## config.mk

```make
export PLATFORM = sky130hd
export DESIGN_NAME = lutram_mp_clr
export DESIGN_NICKNAME = d
export VERILOG_FILES = /design/src/rtl/lutram_mp_clr.sv
export SDC_FILE = /design/constraint.sdc
export NUM_CORES = 1
export LEC_CHECK = 0
export BUFFER_PORTS_ARGS = -buffer_cell sky130_fd_sc_hd__buf_2
export CORE_MARGIN = 8
export CORE_UTILIZATION = 35
export DETAILED_ROUTE_END_ITERATION = 12
export MAX_ROUTING_LAYER = met4
export PLACE_DENSITY = 0.53
export SLEW_MARGIN = 20
export SYNTH_ARGS = -nofsm -noshare
export SYNTH_HDL_FRONTEND = slang
export SYNTH_SLANG_ARGS = --single-unit
```

## constraint.sdc

```tcl
create_clock -name WCLK -period 3.75 [get_ports WCLK]
set_input_delay 0 -clock WCLK [delete_from_list [all_inputs] [get_ports WCLK]]
set_output_delay 0 -clock WCLK [all_outputs]
set_load 0.02 [all_outputs]
```

## src/rtl/lutram_mp_clr.sv

```systemverilog
// Multi-port distributed RAM: one write port, NUM_RD independent read ports.
// Read data is either combinational or registered (optional write-first
// forwarding). A clear sequencer fills every word with CLR_WORD after reset
// and/or on a CLR pulse, holding off user writes while BUSY is high.
module lutram_mp_clr #(
    parameter int DATA_W      = 2,
    parameter int ADDR_W      = 5,
    parameter int NUM_RD      = 8,
    parameter int OUT_REG     = 0,
    parameter int WRITE_FIRST = 0,
    parameter int CLR_ON_RST  = 1,
    parameter logic [DATA_W-1:0] CLR_WORD = '0
) (
    input  logic                       WCLK,
    input  logic                       RST_N,
    input  logic                       CLR,
    output logic                       BUSY,
    input  logic                       WE,
    input  logic [ADDR_W-1:0]          WADDR,
    input  logic [DATA_W-1:0]          DIN,
    input  logic [NUM_RD*ADDR_W-1:0]   RADDR,
    output logic [NUM_RD*DATA_W-1:0]   DOUT
);

    localparam int DEPTH = 1 << ADDR_W;

    localparam logic [0:0] ST_IDLE  = 1'b0;
    localparam logic [0:0] ST_CLEAR = 1'b1;
    localparam logic [0:0] ST_RESET = (CLR_ON_RST != 0) ? ST_CLEAR : ST_IDLE;

    // Last address of the clear walk; comparing against it keeps the counter
    // from ever stepping past DEPTH-1 (also correct for ADDR_W=1).
    localparam logic [ADDR_W-1:0] CNT_LAST = ADDR_W'(DEPTH - 1);

    // Forwarding only matters for the registered read path.
    localparam bit FWD_EN = (WRITE_FIRST != 0);

    logic [0:0]        state_reg, state_next;
    logic [ADDR_W-1:0] cnt_reg, cnt_next;
    logic              user_we;

    // Storage has no reset; contents are defined only after a clear or writes.
    logic [DATA_W-1:0] mem [DEPTH];

    // User writes are dropped while the clear sequence owns the array.
    assign user_we = WE && (state_reg == ST_IDLE);
    assign BUSY    = (state_reg == ST_CLEAR);

    // Clear sequencer next-state: walk 0..DEPTH-1 once, CLR only honoured in IDLE.
    always_comb begin
        state_next = state_reg;
        cnt_next   = cnt_reg;
        case (state_reg)
            ST_IDLE: begin
                if (CLR) begin
                    state_next = ST_CLEAR;
                    cnt_next   = '0;
                end
            end
            default: begin
                if (cnt_reg == CNT_LAST) begin
                    state_next = ST_IDLE;
                    cnt_next   = '0;
                end else begin
                    cnt_next = cnt_reg + ADDR_W'(1);
                end
            end
        endcase
    end

    // Sequencer state and counter; reset lands in the configured reset state.
    always_ff @(posedge WCLK or negedge RST_N) begin
        if (!RST_N) begin
            state_reg <= ST_RESET;
            cnt_reg   <= '0;
        end else begin
            state_reg <= state_next;
            cnt_reg   <= cnt_next;
        end
    end

    // Single write port shared by the clear walk and user writes.
    always_ff @(posedge WCLK) begin
        if (state_reg == ST_CLEAR) begin
            mem[cnt_reg] <= CLR_WORD;
        end else if (user_we) begin
            mem[WADDR] <= DIN;
        end
    end

    genvar gi;
    generate
        for (gi = 0; gi < NUM_RD; gi++) begin : g_rd
            logic [ADDR_W-1:0] raddr_k;
            logic [DATA_W-1:0] rd_data;
            logic [DATA_W-1:0] dout_reg;

            assign raddr_k = RADDR[gi*ADDR_W +: ADDR_W];
            assign rd_data = mem[raddr_k];

            // Registered read; a user write to this address may bypass the
            // array when write-first is selected. Clear writes never bypass.
            always_ff @(posedge WCLK or negedge RST_N) begin
                if (!RST_N) begin
                    dout_reg <= '0;
                end else if (FWD_EN && user_we && (WADDR == raddr_k)) begin
                    dout_reg <= DIN;
                end else begin
                    dout_reg <= rd_data;
                end
            end

            assign DOUT[gi*DATA_W +: DATA_W] = (OUT_REG != 0) ? dout_reg : rd_data;
        end
    endgenerate

endmodule

```

==> results.tsv <==
stage	metric	value	unit
drt	via_per_inst	6.14	
grt	use_met3	3.91	%
clocking	clk_latency	0.32	ns
die	fp.dieH	165	um
die	die_area	0.0271	mm^2
yosys	synth_top_area_share	33.3	%
clocking	htreeDepth	3	
layout	diodes	0	
timing	rsz0062_at_grt	no	
yosys	synth_warnings	0	
layout	nFillCells	2276	
clocking	cts_tree	yes	
die	io_pins	68	
timing	finClkSkew	0.00611	ns
die	initial_utilization	35.5	%
placed_design	portBuffers	67	
yosys	synth_seq_area_share	26.8	%
outcome	outcome	finished, final reports clean	
grt	grt_pass1_wl	40300	um
layout	finalNetCount	826	
grt	grt_use_met1	26.0	%
critical_path	cpPeakStageDelay	0.65	ns
drt	drc	0	
critical_path	worstSetupStartpointType	flop	
timing	setup_ws	1.52	ns
critical_path	setup.worst_path.class	reg2reg	
clocking	ctsResizeCount	0	
timing	setup-tns-final	0	ns
drt	wl	28200	um
yosys	syn_area	0.00772	mm^2
layout	syn_to_final_growth	2.97	%
clocking	cts_hold_buf	2	
grt	grtUsageTotal	20.7	%
clocking	cts-root-buf	clkbuf_16	
critical_path	cp_max_fo	15	
yosys	synthTopCellsByArea	mux2i_1 33%, edfxtp_1 25%, a22oi_1 10%	
yosys	synth.net_count	867	
grt	grt-busiest-layer	met2	
timing	setup-violations-final	0	
critical_path	critPathCaptureType	flop	
grt	grt_pass1_vias	6278	
drt	drtIter0Drc	775	
clocking	numCtsBuffers	9	
die	coreArea	0.0218	mm^2
layout	largest_reg_flops	64	
grt	grt_max_degree	33	
timing	period_share	59.5	%
hold_path	hp-class	in2async	
pwr	powerDensity	406	mW/mm^2
placed_design	dpl.hpwl	18500	um
clocking	postCtsSetupBuffers	0	
yosys	yosys.area.top_type	mux2i_1	
pwr	leakage	3.37	nW
timing	period_minus_slack	2.23	ns
drt	drt_first_pass_iters	5	
yosys	synth-seq-cells	70	
grt	grt_overflow	0	
yosys	yosysUniqueCellTypes	36	
critical_path	crit_slowest_cell	dfstp_2	
pwr	ir_drop	334	uV
layout	final-seq-area	0.00207	mm^2
critical_path	crit_buf_inv	0	
critical_path	arrival	2.24	ns
timing	max_slew_margin	28.6	%
placed_design	place_ws	1.49	ns
timing	final-max-slew-violation-count	0	
drt	wl_per_cell	26.7	um
die	chipWidth	165	um
layout	layout-drive-gt1-share	12.2	%
critical_path	critPathTopFamily	simple AND/OR/NAND/NOR gates	
critical_path	crit_chain	nand2b_1, mux2i_1, nand2_1, nor2_1	
drt	vias	6495	
yosys	avgSynthCellArea	9.49	um^2
layout	multi_input_area	0.00483	mm^2
job	drv_cap	0	
timing	hold_viol_final	0	
timing	worstMarginPinSlew	1.07	ns
yosys	syn_inst	814	
clocking	cts_num_sinks	70	
critical_path	required	3.76	ns
clocking	clockBufferDepth	2	
grt	use_met2	32.2	%
grt	antenna_found_initial	0	
clocking	clkSlewWorstSetupHoldPaths	0.06	ns
placed_design	routabilityCongestion	0.935	
timing	fmax	448	MHz
die	core.rowCount	54	
drt	antenna_left	0	
## layout make-up
type                    instances  area share [%]
clock buffers                   9            2.83
multi-input cells             617            60.7
inverters                       4           0.189
repair buffers                 71            4.66
flip-flops and latches         70            26.1
well taps                     280            4.41
clock inverters                 6            1.10
## report_power, final
group | internal, W | switching, W | leakage (nW) | total [W]
clock | 0.000577 | 0.000298 | 0.155 | 0.000875
sequential | 0.000990 | 0.000322 | 0.668 | 0.00131
combinational | 0.000412 | 0.000633 | 2.54 | 0.00104
## synthesized netlist by cell type, drive strengths merged
cell type,count
and3,4
o31ai,2
nand4b,14
dfstp,1
a21oi,14
nand2b,9
o311ai,14
inv,4
nor2b,19
nand2,57
o21ai,10
edfxtp,64
a32oi,1
a31oi,24
nand3b,2
nor2,48
ha,2
mux2i,257
mux2,1
nand4,2
nand3,8
buf,54
dfrtp,5
clkbuf,69
and2,7
a22oi,107
and4b,14
nor3b,1
## cell usage in the layout (no fill, tap or decap), drive strengths merged, types with 5 or more instances in the layout
master  count
mux2i     257
a22oi     107
buf        69
edfxtp     64
nand2      57
nor2       48
a31oi      24
nor2b      19
nand4b     14
a21oi      14
and4b      14
o311ai     14
o21ai      10
nand2b      9
clkbuf      9
nand3       8
and2        7
dfrtp       5
## metrics by stage
| stage | total power [W] | area, um^2 | std cells | util (%) | hold slack, ns |
|---|---|---|---|---|---|
| floorplan | 0.00197 | 7720 | 814 | - | -0.296 |
| global placement | 0.00234 | 7620 | 1040 | 35.0 | -0.169 |
| detailed placement | 0.00235 | 7620 | 1040 | 35.0 | -0.169 |
| CTS | 0.00323 | 7950 | 1057 | 36.5 | 0.0141 |
| global route | 0.00340 | 7950 | 1057 | 36.5 | 0.0443 |
| finish | 0.00323 | 7950 | 1057 | 36.5 | 0.0230 |
## final timing paths
check | startpoint | to | slack [ns] | cells past startpoint
hold reg to reg | cnt_reg[3] | cnt_reg[3] | 0.61 | 1
setup reg to reg | BUSY | mem[19][1] | 1.52 | 4
hold / removal | RST_N | cnt_reg[1] | 0.02 | 2
min in group WCLK | DIN[1] | mem[23][1] | 0.18 | 3
setup / recovery | BUSY | mem[19][1] | 1.52 | 4
max in group asynchronous | RST_N | BUSY | 3.51 | 2
## per-layer routing
| metal | wire, um | up-vias |
|---|---|---|
| met5 | 0 | - |
| met4 | 1150 | 0 |
| met3 | 2250 | 64 |
| met2 | 12900 | 299 |
| met1 | 11900 | 3134 |
| li1 | - | 2998 |
## cells by family after synthesis
group                      Yosys count  share of synthesized area, %
muxes                              258                          33.5
and+or+nand+nor                    185                          12.9
AOI/OAI and AO/OA                  172                          15.9
buffers and inverters              127                          10.6
DFF                                 70                          26.8
adders and majority gates            2                         0.324
(Power assumes the default switching activity.)
